==> config.mk <==
export PLATFORM = sky130hd
export DESIGN_NAME = pipe_hazard_ctrl_flat
export DESIGN_NICKNAME = d
export VERILOG_FILES = /design/src/rtl/pipe_hazard_ctrl_pkg.sv /design/src/rtl/pipe_hazard_ctrl_if.sv /design/src/rtl/pipe_hazard_ctrl_sat_counter.sv /design/src/rtl/pipe_hazard_ctrl.sv /design/src/flat_wrapper.sv
export SDC_FILE = /design/constraint.sdc
export NUM_CORES = 1
export LEC_CHECK = 0
export CAP_MARGIN = 5
export CORE_UTILIZATION = 50
export DETAILED_ROUTE_END_ITERATION = 8
export PLACE_DENSITY = 0.84
export REMOVE_ABC_BUFFERS = 1
export SKIP_LAST_GASP = 1
export SLEW_MARGIN = 15
export SYNTH_ARGS = -nofsm -noshare
export SYNTH_HDL_FRONTEND = slang
export SYNTH_SLANG_ARGS = --single-unit
==> constraint.sdc <==
create_clock -name clk -period 6 [get_ports clk]
set_input_delay 1.2 -clock clk [delete_from_list [all_inputs] [get_ports clk]]
set_output_delay 1.2 -clock clk [all_outputs]
set_load 0.02 [all_outputs]
==> src/rtl/pipe_hazard_ctrl_pkg.sv <==
// Shared definitions for the pipeline hazard controller: FSM encoding, x0 index, defaults.
// Latency: n/a (package only).
// Backpressure: n/a (package only).
package pipe_ctrl_pkg;

   // Memory handshake FSM: RUN while the data memory keeps up, MEM_WAIT while an access is outstanding.
   typedef enum logic {
      RUN      = 1'b0,
      MEM_WAIT = 1'b1
   } state_e;

   // Register x0 is hard-wired to zero, so a load targeting it never creates a dependency.
   localparam logic [4:0] REG_X0 = 5'd0;

   // Default number of consecutive cycles without mem_ready before an access is abandoned.
   localparam int DEF_MEM_TIMEOUT = 16;

   // Default width of the stall/flush performance counters.
   localparam int DEF_CNT_W = 16;

   // True when the load sitting in EX writes a register the instruction in ID reads.
   function automatic logic load_use_hit(
      input logic       mem_read,
      input logic [4:0] rd,
      input logic [4:0] rs1,
      input logic [4:0] rs2
   );
      return mem_read && (rd != REG_X0) && ((rd == rs1) || (rd == rs2));
   endfunction

endpackage

==> src/rtl/pipe_hazard_ctrl_if.sv <==
// Bundle of hazard inputs from the pipe and enable/flush/status outputs of the controller.
// Latency: n/a (wiring only).
// Backpressure: n/a; the controller itself freezes the pipe through the write enables.
interface pipe_hazard_ctrl_if #(
   parameter int CNT_W = 16
);
   // Hazard sources observed in the pipe
   logic             ID_EX_MemRead;
   logic [4:0]       ID_EX_RD;
   logic [4:0]       IF_ID_RS1;
   logic [4:0]       IF_ID_RS2;
   logic             branch_taken;
   logic             mem_req;
   logic             mem_ready;

   // Pipe register controls
   logic             PC_write;
   logic             IF_ID_write;
   logic             IF_ID_flush;
   logic             ID_EX_write;
   logic             ID_EX_flush;
   logic             EX_MEM_write;
   logic             MEM_WB_write;
   logic             MEM_WB_flush;

   // Status and performance counters
   logic             mem_error;
   logic [CNT_W-1:0] stall_cycles;
   logic [CNT_W-1:0] flush_cycles;

   // Pipeline side: drives hazard sources, consumes the controls
   modport master (
      output ID_EX_MemRead, ID_EX_RD, IF_ID_RS1, IF_ID_RS2,
      output branch_taken, mem_req, mem_ready,
      input  PC_write, IF_ID_write, IF_ID_flush, ID_EX_write, ID_EX_flush,
      input  EX_MEM_write, MEM_WB_write, MEM_WB_flush,
      input  mem_error, stall_cycles, flush_cycles
   );

   // Controller side: consumes hazard sources, drives the controls
   modport slave (
      input  ID_EX_MemRead, ID_EX_RD, IF_ID_RS1, IF_ID_RS2,
      input  branch_taken, mem_req, mem_ready,
      output PC_write, IF_ID_write, IF_ID_flush, ID_EX_write, ID_EX_flush,
      output EX_MEM_write, MEM_WB_write, MEM_WB_flush,
      output mem_error, stall_cycles, flush_cycles
   );

endinterface

==> src/rtl/pipe_hazard_ctrl_sat_counter.sv <==
// Saturating event counter: counts cycles with inc high, sticks at all-ones.
// Latency: count reflects events up to the previous clock edge.
// Backpressure: none; inc is sampled every cycle.
module sat_counter #(
   parameter int W = 16
) (
   input  logic         clk,
   input  logic         reset,
   input  logic         inc,
   output logic [W-1:0] count
);

   logic [W-1:0] count_q;
   logic [W-1:0] count_d;

   // Hold at all-ones instead of wrapping so a long run never reads back as a small number.
   always_comb begin
      count_d = count_q;
      if (inc && (count_q != {W{1'b1}})) begin
         count_d = count_q + 1'b1;
      end
   end

   // Counter register with synchronous reset.
   always_ff @(posedge clk) begin
      if (reset) begin
         count_q <= '0;
      end else begin
         count_q <= count_d;
      end
   end

   assign count = count_q;

endmodule

==> src/rtl/pipe_hazard_ctrl.sv <==
// Pipeline hazard controller: PC/IF_ID/ID_EX/EX_MEM/MEM_WB enables and flushes for load-use, branch, memory wait.
// Latency: controls are combinational from current state and inputs; status/counters are registered.
// Backpressure: a slow data memory freezes PC..EX_MEM and bubbles MEM_WB until mem_ready or timeout.
module pipe_hazard_ctrl
   import pipe_ctrl_pkg::*;
#(
   parameter int MEM_TIMEOUT = DEF_MEM_TIMEOUT,
   parameter int CNT_W       = DEF_CNT_W
) (
   input  logic              clk,
   input  logic              reset,
   pipe_hazard_ctrl_if.slave ctrl_if
);

   // The wait counter only has to reach MEM_TIMEOUT-1; keep at least one bit.
   localparam int                WAIT_W    = (MEM_TIMEOUT < 2) ? 1 : $clog2(MEM_TIMEOUT + 1);
   localparam logic [WAIT_W-1:0] WAIT_LAST = WAIT_W'(MEM_TIMEOUT - 1);

   state_e            state_q;
   logic [WAIT_W-1:0] wait_cnt_q;
   logic              mem_error_q;

   logic mem_miss;
   logic timeout;
   logic mem_stall;
   logic branch_flush;
   logic load_use;

   logic pc_write;
   logic if_id_write;
   logic if_id_flush;
   logic id_ex_write;
   logic id_ex_flush;
   logic ex_mem_write;
   logic mem_wb_write;
   logic mem_wb_flush;

   // Classify this cycle's hazard; reset forces the plain RUN behaviour.
   always_comb begin
      mem_miss     = ctrl_if.mem_req && !ctrl_if.mem_ready;
      // The wait counter already includes the RUN cycle that first missed, so the
      // (MEM_TIMEOUT)th consecutive cycle without mem_ready is the one that gives up.
      timeout      = (state_q == MEM_WAIT) && !ctrl_if.mem_ready && (wait_cnt_q >= WAIT_LAST);
      mem_stall    = !reset &&
                     (((state_q == RUN) && mem_miss) ||
                      ((state_q == MEM_WAIT) && !ctrl_if.mem_ready && !timeout));
      // A branch seen while frozen is ignored: EX holds it and presents it again on release.
      branch_flush = !reset && !mem_stall && ctrl_if.branch_taken;
      load_use     = !reset && !mem_stall && !ctrl_if.branch_taken &&
                     load_use_hit(ctrl_if.ID_EX_MemRead, ctrl_if.ID_EX_RD,
                                  ctrl_if.IF_ID_RS1, ctrl_if.IF_ID_RS2);
   end

   // Translate the winning hazard into enables and flushes (memory stall > branch > load-use).
   always_comb begin
      pc_write     = 1'b1;
      if_id_write  = 1'b1;
      if_id_flush  = 1'b0;
      id_ex_write  = 1'b1;
      id_ex_flush  = 1'b0;
      ex_mem_write = 1'b1;
      mem_wb_write = 1'b1;
      mem_wb_flush = 1'b0;
      if (mem_stall) begin
         // Freeze everything up to EX_MEM; MEM_WB takes a bubble so the frozen
         // instruction in MEM does not write back twice.
         pc_write     = 1'b0;
         if_id_write  = 1'b0;
         id_ex_write  = 1'b0;
         ex_mem_write = 1'b0;
         mem_wb_flush = 1'b1;
      end else if (branch_flush) begin
         // Squash the two wrong-path instructions in IF and ID.
         if_id_flush  = 1'b1;
         id_ex_flush  = 1'b1;
      end else if (load_use) begin
         // Hold PC and IF_ID one cycle and insert a bubble; the bubble clears
         // ID_EX_MemRead so the stall cannot repeat.
         pc_write     = 1'b0;
         if_id_write  = 1'b0;
         id_ex_flush  = 1'b1;
      end
   end

   // Memory handshake FSM with wait counter and sticky timeout flag.
   always_ff @(posedge clk) begin
      if (reset) begin
         state_q     <= RUN;
         wait_cnt_q  <= '0;
         mem_error_q <= 1'b0;
      end else begin
         case (state_q)
            RUN: begin
               if (mem_miss) begin
                  state_q    <= MEM_WAIT;
                  wait_cnt_q <= WAIT_W'(1);
               end else begin
                  wait_cnt_q <= '0;
               end
            end
            MEM_WAIT: begin
               if (ctrl_if.mem_ready) begin
                  state_q    <= RUN;
                  wait_cnt_q <= '0;
               end else if (timeout) begin
                  state_q     <= RUN;
                  wait_cnt_q  <= '0;
                  mem_error_q <= 1'b1;
               end else begin
                  wait_cnt_q <= wait_cnt_q + 1'b1;
               end
            end
            default: begin
               state_q    <= RUN;
               wait_cnt_q <= '0;
            end
         endcase
      end
   end

   sat_counter #(.W(CNT_W)) u_stall_cnt (
      .clk   (clk),
      .reset (reset),
      .inc   (!pc_write),
      .count (ctrl_if.stall_cycles)
   );

   sat_counter #(.W(CNT_W)) u_flush_cnt (
      .clk   (clk),
      .reset (reset),
      .inc   (branch_flush),
      .count (ctrl_if.flush_cycles)
   );

   assign ctrl_if.PC_write     = pc_write;
   assign ctrl_if.IF_ID_write  = if_id_write;
   assign ctrl_if.IF_ID_flush  = if_id_flush;
   assign ctrl_if.ID_EX_write  = id_ex_write;
   assign ctrl_if.ID_EX_flush  = id_ex_flush;
   assign ctrl_if.EX_MEM_write = ex_mem_write;
   assign ctrl_if.MEM_WB_write = mem_wb_write;
   assign ctrl_if.MEM_WB_flush = mem_wb_flush;
   assign ctrl_if.mem_error    = mem_error_q;

endmodule

==> src/flat_wrapper.sv <==
// flat-port wrapper written by rule: the top's interface ports become plain ports
module pipe_hazard_ctrl_flat import pipe_ctrl_pkg::*;
#(
   parameter int MEM_TIMEOUT = DEF_MEM_TIMEOUT,
   parameter int CNT_W       = DEF_CNT_W
)
  (clk, reset, ctrl_if_ID_EX_MemRead, ctrl_if_ID_EX_RD, ctrl_if_IF_ID_RS1, ctrl_if_IF_ID_RS2, ctrl_if_branch_taken, ctrl_if_mem_req, ctrl_if_mem_ready, ctrl_if_PC_write, ctrl_if_IF_ID_write, ctrl_if_IF_ID_flush, ctrl_if_ID_EX_write, ctrl_if_ID_EX_flush, ctrl_if_EX_MEM_write, ctrl_if_MEM_WB_write, ctrl_if_MEM_WB_flush, ctrl_if_mem_error, ctrl_if_stall_cycles, ctrl_if_flush_cycles);
  pipe_hazard_ctrl_if #(.CNT_W(CNT_W)) ctrl_if_i ();
  input  logic clk;
  input  logic reset;
  input wire logic [$bits(ctrl_if_i.ID_EX_MemRead)-1:0] ctrl_if_ID_EX_MemRead;
  input wire logic [$bits(ctrl_if_i.ID_EX_RD)-1:0] ctrl_if_ID_EX_RD;
  input wire logic [$bits(ctrl_if_i.IF_ID_RS1)-1:0] ctrl_if_IF_ID_RS1;
  input wire logic [$bits(ctrl_if_i.IF_ID_RS2)-1:0] ctrl_if_IF_ID_RS2;
  input wire logic [$bits(ctrl_if_i.branch_taken)-1:0] ctrl_if_branch_taken;
  input wire logic [$bits(ctrl_if_i.mem_req)-1:0] ctrl_if_mem_req;
  input wire logic [$bits(ctrl_if_i.mem_ready)-1:0] ctrl_if_mem_ready;
  output wire logic [$bits(ctrl_if_i.PC_write)-1:0] ctrl_if_PC_write;
  output wire logic [$bits(ctrl_if_i.IF_ID_write)-1:0] ctrl_if_IF_ID_write;
  output wire logic [$bits(ctrl_if_i.IF_ID_flush)-1:0] ctrl_if_IF_ID_flush;
  output wire logic [$bits(ctrl_if_i.ID_EX_write)-1:0] ctrl_if_ID_EX_write;
  output wire logic [$bits(ctrl_if_i.ID_EX_flush)-1:0] ctrl_if_ID_EX_flush;
  output wire logic [$bits(ctrl_if_i.EX_MEM_write)-1:0] ctrl_if_EX_MEM_write;
  output wire logic [$bits(ctrl_if_i.MEM_WB_write)-1:0] ctrl_if_MEM_WB_write;
  output wire logic [$bits(ctrl_if_i.MEM_WB_flush)-1:0] ctrl_if_MEM_WB_flush;
  output wire logic [$bits(ctrl_if_i.mem_error)-1:0] ctrl_if_mem_error;
  output wire logic [$bits(ctrl_if_i.stall_cycles)-1:0] ctrl_if_stall_cycles;
  output wire logic [$bits(ctrl_if_i.flush_cycles)-1:0] ctrl_if_flush_cycles;
  assign ctrl_if_i.ID_EX_MemRead = ctrl_if_ID_EX_MemRead;
  assign ctrl_if_i.ID_EX_RD = ctrl_if_ID_EX_RD;
  assign ctrl_if_i.IF_ID_RS1 = ctrl_if_IF_ID_RS1;
  assign ctrl_if_i.IF_ID_RS2 = ctrl_if_IF_ID_RS2;
  assign ctrl_if_i.branch_taken = ctrl_if_branch_taken;
  assign ctrl_if_i.mem_req = ctrl_if_mem_req;
  assign ctrl_if_i.mem_ready = ctrl_if_mem_ready;
  assign ctrl_if_PC_write = ctrl_if_i.PC_write;
  assign ctrl_if_IF_ID_write = ctrl_if_i.IF_ID_write;
  assign ctrl_if_IF_ID_flush = ctrl_if_i.IF_ID_flush;
  assign ctrl_if_ID_EX_write = ctrl_if_i.ID_EX_write;
  assign ctrl_if_ID_EX_flush = ctrl_if_i.ID_EX_flush;
  assign ctrl_if_EX_MEM_write = ctrl_if_i.EX_MEM_write;
  assign ctrl_if_MEM_WB_write = ctrl_if_i.MEM_WB_write;
  assign ctrl_if_MEM_WB_flush = ctrl_if_i.MEM_WB_flush;
  assign ctrl_if_mem_error = ctrl_if_i.mem_error;
  assign ctrl_if_stall_cycles = ctrl_if_i.stall_cycles;
  assign ctrl_if_flush_cycles = ctrl_if_i.flush_cycles;
  pipe_hazard_ctrl #(.MEM_TIMEOUT(MEM_TIMEOUT), .CNT_W(CNT_W)) u_core (.clk(clk), .reset(reset), .ctrl_if(ctrl_if_i));
endmodule
== After elaboration in Yosys (flattened, before gate mapping) ==
Cells that the tools add are included.

* $add $sub $neg: 3
* Multipliers: 0
* Div/mod/pow operators: 0
* Order comparisons: 1
* Eq/ne operators: 4
* Shift operators: 0
* Muxes and demuxes: 18
* Bitwise gates (word level): 2
* Reductions and logical operators: 24

{| class="wikitable"
|+ Operator list
! cell !! count
|-
| 16-bit by 1-bit adder with 16-bit output, second input constant || 2
|-
| 16-bit inequality test, second input constant || 2
|-
| 1-bit logical AND || 14
|-
| 1-bit two-way mux || 14
|-
| 5-bit equality test || 2
|-
| 5-bit two-way mux || 2
|-
| 5-bit one-hot mux with 2 select lines || 1
|-
| 1-bit logical NOT || 6
|-
| 5-bit by 1-bit adder with 5-bit output, second input constant || 1
|-
| 5-bit by 4-bit >= comparator with 1-bit output, second input constant || 1
|-
| 5-bit nonzero test || 1
|-
| 3-bit AND reduction || 1
|-
| 1-bit logical OR || 2
|-
| 1-bit inverter || 2
|-
| 1-bit one-hot mux with 2 select lines || 1
|}

* Flip-flop bits (word level): 39
* Bits in latches: 0
* Memory bits (writable): 0
* Memory bits (read-only): 0
* Bits of input ports: 21
* Output and inout bits: 41
* Word-level logic and storage cells: 57
* Memories: 0

== Longest topological paths before layout ==
* Depth after elaboration: 16
* Depth in mapped cells: 12
* Gate-level depth less buffers: 10

== Hierarchy ==
From an unflattened synthesis, not the netlist that was laid out.

* Cell total of the unflattened synthesis: 259
* Area total of the unflattened synthesis: 2,239.6 um2

{| class="wikitable"
|+ By module, submodules not included
! module !! times used !! cells an instance !! area each (um2) !! seq. area each (um2)
|-
| sat_counter || 2 || 99 || 848.3 || 320.3
|-
| pipe_hazard_ctrl || 1 || 61 || 543.0 || 140.1
|}

== Least setup slack after synthesis ==
OpenSTA, ideal clock, no wires.

* Path kind: input to output
* Start point: input ctrl_if_ID_EX_RD[0]
* End point: output ctrl_if_PC_write
* Arrival: 2.696 ns
* Required time: 4.800 ns
* Path slack: 2.104 ns
* Stages: 5
* Path buffers: 1
* Cells stage by stage: or4_1 o2111ai_2 inv_1 a21oi_1 buf_4

* Longest elaborated chain between the ends: 7
* Elaborated cells on any way between the ends: 10
* Classes of those cells: eq/ne (2); mux (3); reduce/logical (5)

{| class="wikitable"
|+ RTL lines
! element !! line !! RTL
|-
| start, declared || flat_wrapper.sv:12 || <nowiki>input wire logic [$bits(ctrl_if_i.ID_EX_RD)-1:0] ctrl_if_ID_EX_RD;</nowiki>
|-
| 5-bit equality test / 5-bit nonzero test (equally long branches) || pipe_hazard_ctrl_pkg.sv:28 || <nowiki>return mem_read && (rd != REG_X0) && ((rd == rs1) || (rd == rs2));</nowiki>
|-
| 1-bit logical OR / 1-bit logical AND (equally long branches) || pipe_hazard_ctrl_pkg.sv:28 ||
|-
| 1-bit logical AND * || pipe_hazard_ctrl_pkg.sv:28 ||
|-
| 1-bit logical AND * || pipe_hazard_ctrl.sv:49 || <nowiki>load_use = !reset && !mem_stall && !ctrl_if.branch_taken &&</nowiki>
|-
| 1-bit two-way mux * (3 in series) || n/a ||
|-
| end, declared || flat_wrapper.sv:18 || <nowiki>output wire logic [$bits(ctrl_if_i.PC_write)-1:0] ctrl_if_PC_write;</nowiki>
|}

Mark *: on every way between the ends. The rest lies on a longest branch, timed or not.

== Worst setup path in the final report ==
* Start point: input ctrl_if_ID_EX_RD[0]
* End point: output ctrl_if_IF_ID_write

* Longest elaborated chain between the ends: 7
* Elaborated cells on any way between the ends: 10
* Classes of those cells: eq/ne (2); mux (3); reduce/logical (5)

{| class="wikitable"
|+ RTL lines
! element !! line !! RTL
|-
| 5-bit equality test / 5-bit nonzero test (equally long branches) || pipe_hazard_ctrl_pkg.sv:28 ||
|-
| 1-bit logical OR / 1-bit logical AND (equally long branches) || pipe_hazard_ctrl_pkg.sv:28 ||
|-
| 1-bit logical AND * || pipe_hazard_ctrl_pkg.sv:28 ||
|-
| 1-bit logical AND * || pipe_hazard_ctrl.sv:49 ||
|-
| 1-bit two-way mux * || pipe_hazard_ctrl.sv:76 || <nowiki>end else if (load_use) begin</nowiki>
|-
| 1-bit two-way mux * || pipe_hazard_ctrl.sv:72 || <nowiki>end else if (branch_flush) begin</nowiki>
|-
| 1-bit two-way mux * || pipe_hazard_ctrl.sv:64 || <nowiki>if (mem_stall) begin</nowiki>
|-
| end, declared || flat_wrapper.sv:19 || <nowiki>output wire logic [$bits(ctrl_if_i.IF_ID_write)-1:0] ctrl_if_IF_ID_write;</nowiki>
|}

Marked as above.

==> reports/metrics.yaml <==
floorplanning:
  die_h_microns: 67.1
  rows: 23
  die_area_sq_um: 4500
  core_area_sq_um: 4030
  die_w_microns: 67.1
  initial_core_util_pct: 52.5
  num_io_pins: 62
placement:
  hpwl_microns: 3540
  gp_congestion: 0.752
  io_buffers: 60
clocking:
  cts_sinks: 39
  clkLatencyLatePin_ps: 290
  tritoncts: "built"
  clock_path_buffers: 2
  clockRootBuffer: "clkbuf_8"
  cts_setup_buffers: 0
  hold_buffers: 0
  cts_inserted_buffers: 5
  cts-resized-gates: 0
  clk_pin_slew_ps: 70
  cts.htree.levels: 2
worst_setup_path:
  r2r-end: "u_core.u_stall_cnt.count[15]"
  cp-start-kind: "input pin"
  critPathSlowestCell: "clkdlybuf4s50_1"
  end_kind: "output port"
  critical_path_class: "in -> out"
  cpPeakStageDelay_ps: 670
  r2r_cells: 10
  cpMostUsedCell: "clkdlybuf4s50_1"
  r2r_slack_ps: 3280
  path_max_fanout: 4
  crit_arrival_ps: 3500
  path_cells: "clkdlybuf4s50_1 -> or4_1 -> o2111ai_2 -> inv_1 -> a21oi_1 -> clkdlybuf4s50_1"
  reg2reg_from: "u_core.wait_cnt_q[0]"
  required_ps: 4800
global_routing:
  antenna_found_initial: 0
  grt_overflow: 0
  grt_pass1_vias: 1718
  top_usage_layer: "met2"
  grt_use_total_pct: 22.7
  use_met2_pct: 37.9
  met1_usage_pct: 26.5
  use_met3_pct: 5.48
  grt_pass1_wl_microns: 7670
  grt_start_max_net_pins: 25
synth:
  yosysTopAreaCell: "dfxtp_1"
  ys.flop_type: "dfxtp_1"
  yosys_register_bits: 39
  avgSynthCellArea_sq_um: 8.82
  synth.most_common_cell: "dfxtp_1"
  async_reset_ff_share_pct: 0
  mappedNetlistArea_sq_um: 2120
  yosysSeqAreaShare_pct: 36.9
  yosys.cell_types.count: 50
  syn_inst: 240
  ys_top_cells_by_area: "dfxtp_1 (37%), xnor2_1 (7.4%), nor2_1 (5.3%), nand2_1 (3.7%), nand4_1 (3.3%)"
  ys_warn_count: 0
  yosys-top-cells-count: "dfxtp_1 (39), nor2_1 (30), nand2_1 (21), xnor2_1 (18), a21oi_1 (12)"
  synth_top_area_share_pct: 36.9
  synth_edf_count: 0
power:
  vdd_drop_max_mv: 0.141
  p_total_mw: 0.500
  power.leakage_nw: 0.945
  p_per_area_nw_per_um2: 177
sta:
  finalHoldViolCount: 0
  drv_slew: 0
  timing.fmax_ghz: 0.213
  rsz0062_at_grt: "no"
  tightest_slew_ps: 529
  period_needed_ps: 4700
  relSlewSlack_pct: 64.6
  tns_ps: 0
  skew_ps: 8.95
  setup_viol: 0
  post-route-period-util_pct: 78.4
cells_and_area:
  regArea_sq_um: 781
  antenna_cells: 0
  multi_input_area_sq_um: 1230
  fill_cells: 321
  drive_gt1_share_pct: 7.97
  syn_to_final_growth_pct: 33.0
  final_nets: 325
drt:
  avgViaCountPerCell: 5.55
  wirelength_microns: 4770
  drtPass1Iterations: 4
  vias: 1948
  drc: 0
  drt-initial-drc-count: 80
  antenna_left: 0
  wl_per_cell_microns: 13.6
run:
  cap_violations: 0
hold_path:
  min_from: "u_core.ctrl_if.mem_error"
  whs_path_depth: 2
  min_to: "u_core.ctrl_if.mem_error"
  hp-class: "reg -> reg"
outcome:
  status: "finished clean"
## metal layers
layer,share of wire [%],vias up,routed length (microns)
met3,7.4,11,354
met4,2.5,0,117
met5,0,-,0
met1,42,898,2010
li1,-,976,-
met2,48,63,2290
## area by class of cell
| cell class | count | area share, % |
|---|---|---|
| inverter | 12 | 1.69 |
| timing repair buffer | 62 | 21.9 |
| sequential | 39 | 27.7 |
| clock inverter | 1 | 0.178 |
| multi-input combinational | 180 | 43.6 |
| clock buffer | 7 | 2.71 |
| tap | 50 | 2.22 |
## where the power goes
part | internal, mW | switching, mW
sequential | 0.261 | 0.00277
combinational | 0.0331 | 0.0338
clock | 0.0816 | 0.0874
total | 0.376 | 0.124
## cell families (layout without fill, tap and decap cells)
| family | Yosys count | in the layout | synth area share [%] |
|---|---|---|---|
| and+or+nand+nor | 106 | 106 | 27.8 |
| muxes | 5 | 5 | 2.36 |
| other | 1 | 1 | 0.177 |
| buffers and inverters | 21 | 82 | 5.14 |
| adders and majority gates | 4 | 4 | 2.36 |
| AOI/OAI and AO/OA | 39 | 39 | 14.9 |
| xor gates and xnor gates | 25 | 25 | 10.3 |
| DFF | 39 | 39 | 36.9 |
## cell usage in the layout (no fill, tap or decap), types with 5 or more instances in the layout
cell type,n
a21oi_1,12
clkbuf_8,5
clkdlybuf4s50_1,60
dfxtp_1,39
inv_1,11
mux2i_1,5
nand2_1,21
nand3_1,10
nand4_1,11
nor2_1,30
o31ai_1,5
or3_1,5
or4_1,6
xnor2_1,18
xor2_1,7
## per-stage QoR
stage               util, %  setup WS, ps  instances  cell area (sq um)  hold WS, ps
global route           69.9          1150        351               2820          517
CTS                    69.9          1290        351               2820          494
finish                 69.9          1300        351               2820          482
detailed placement     67.9          1300        343               2730          477
global placement       67.9          1360        343               2730          457
floorplan                 -          2100        231               2060          450
## state kept, by name, summed over array words and instances (netlist names)
signal,count
u_core.u_flush_cnt.count,16
u_core.state_q,1
u_core.ctrl_if.mem_error,1
u_core.wait_cnt_q,5
u_core.u_stall_cnt.count,16
## how the worst max path moves through the flow
stage	end	start	slack (ps)
CTS	ctrl_if_IF_ID_write	ctrl_if_ID_EX_RD[0]	1290
detailed placement	ctrl_if_IF_ID_write	ctrl_if_ID_EX_RD[0]	1300
finish	ctrl_if_IF_ID_write	ctrl_if_ID_EX_RD[0]	1300
floorplan	ctrl_if_IF_ID_write	ctrl_if_ID_EX_RD[0]	2100
global placement	ctrl_if_PC_write	ctrl_if_ID_EX_RD[3]	1360
global route	ctrl_if_IF_ID_write	ctrl_if_ID_EX_RD[0]	1150
## critical path, delay by kind of cell
family,cells,cell delay [ps]
AOI/OAI and AO/OA,2,510
and+or+nand+nor,1,570
buffers and inverters,3,1230
No activity file was read; power rests on OpenSTA's default activity.
==> edit: new RTL, same settings <==
`DEF_CNT_W`: 16 -> 12.
--- a/src/rtl/pipe_hazard_ctrl_pkg.sv
+++ b/src/rtl/pipe_hazard_ctrl_pkg.sv
@@ -16,7 +16,7 @@
    localparam int DEF_MEM_TIMEOUT = 16;
 
    // Default width of the stall/flush performance counters.
-   localparam int DEF_CNT_W = 16;
+   localparam int DEF_CNT_W = 12;
 
    // True when the load sitting in EX writes a register the instruction in ID reads.
    function automatic logic load_use_hit(
Interface: changed (resized ctrl_if_flush_cycles and ctrl_if_stall_cycles); port bits go from 62 to 54. No check against the original RTL was run, so the function may have changed too.
==> edit against the unedited design <==
Setup slack got worse by 0.047 ns. Sequential share of layout area fell by 3.7 points. Sequential cell count fell by 8. Wire length fell by 9.6%. Largest cell class unchanged. Core utilization rose by 0.21 points. Count of clock-buffer cells in the layout fell by 1. Power fell by 0.74%. Area after synthesis fell by 8.0%. Final area fell by 8.2%. Largest power group unchanged.
==> edit: results (changes against the unedited design) <==
wl_met3_um: 225  # -36%
finalClockSkew_ns: 0.00636  # -0.00259 ns
power_uw: 496  # -0.74%
r2r_end: "u_core.u_flush_cnt.count[4]$_SDFFE_PP0P_"
drive_gt1_frac: 0.114  # +0.0341
seqPwrFrac: 0.429  # -0.099
hold_ws_ns: 0.471  # -0.0114 ns
place_congestion: 0.794  # +5.6%
status: "complete, no violations"
grt_pass1_vias: 1559  # -9.3%
cp.arrival_ns: 3.55  # +0.05 ns
grt_use_total: 0.220  # -0.00710
synthTopCellsByCount: "32 x nor2_1, 31 x dfxtp_1, 23 x nand3_1"
sw_frac_of_total: 0.240  # -0.00854
grt_pass1_wl_um: 7110  # -7.3%
cp-endpoint: "ctrl_if_IF_ID_flush"
port_buffers: 52  # -13%
power_frac_comb: 0.141  # +0.007
ir_worst_vdd_uv: 275  # +94%
drtIter0Drc: 127  # +59%
ys_types: 45  # -10%
reg2reg_depth: 8  # -2
met1_usage: 0.278  # +0.0125
grt_use_met3: 0.0581  # +0.00330
met2_usage: 0.362  # -0.0169
postPlaceCellArea_um2: 2470  # -9.7%
grt_start_max_net_pins: 30  # +20%
wl_met1_um: 1990  # -0.89%
## edit: critical path: stages
cell	delay [ns]
clkdlybuf4s50_1	0.50
nor4b_1	0.09
a2111oi_2	0.98
clkdlybuf4s50_1	0.77
## edit: kinds of logic (layout without fill, tap and decap cells)
logic type,count (synthesis),in the layout,synth area share
xor+xnor,20,20,0.0899
compound gates,27,27,0.119
mux,14,14,0.0880
simple gates,115,115,0.304
other cells,1,1,0.00192
flops,31,31,0.319
buf+inv,18,69,0.0533
fa+ha+maj,4,4,0.0257
## edit: final cells by class
type,count,area (um^2)
Timing Repair Buffer,53,528
Fill cell,322,1100
Clock buffer,6,82.6
Clock inverter,2,35.0
Multi-Input combinational cell,181,1230
Tap cell,48,60.1
Sequential cell,31,621
Inverter,8,30.0
## edit: stage by stage
stage | setup slack [ns] | cells
CTS | 1.24 | 329
detailed placement | 1.29 | 321
global route | 1.14 | 329
floorplan | 1.82 | 220
finish | 1.25 | 329
global placement | 1.33 | 321
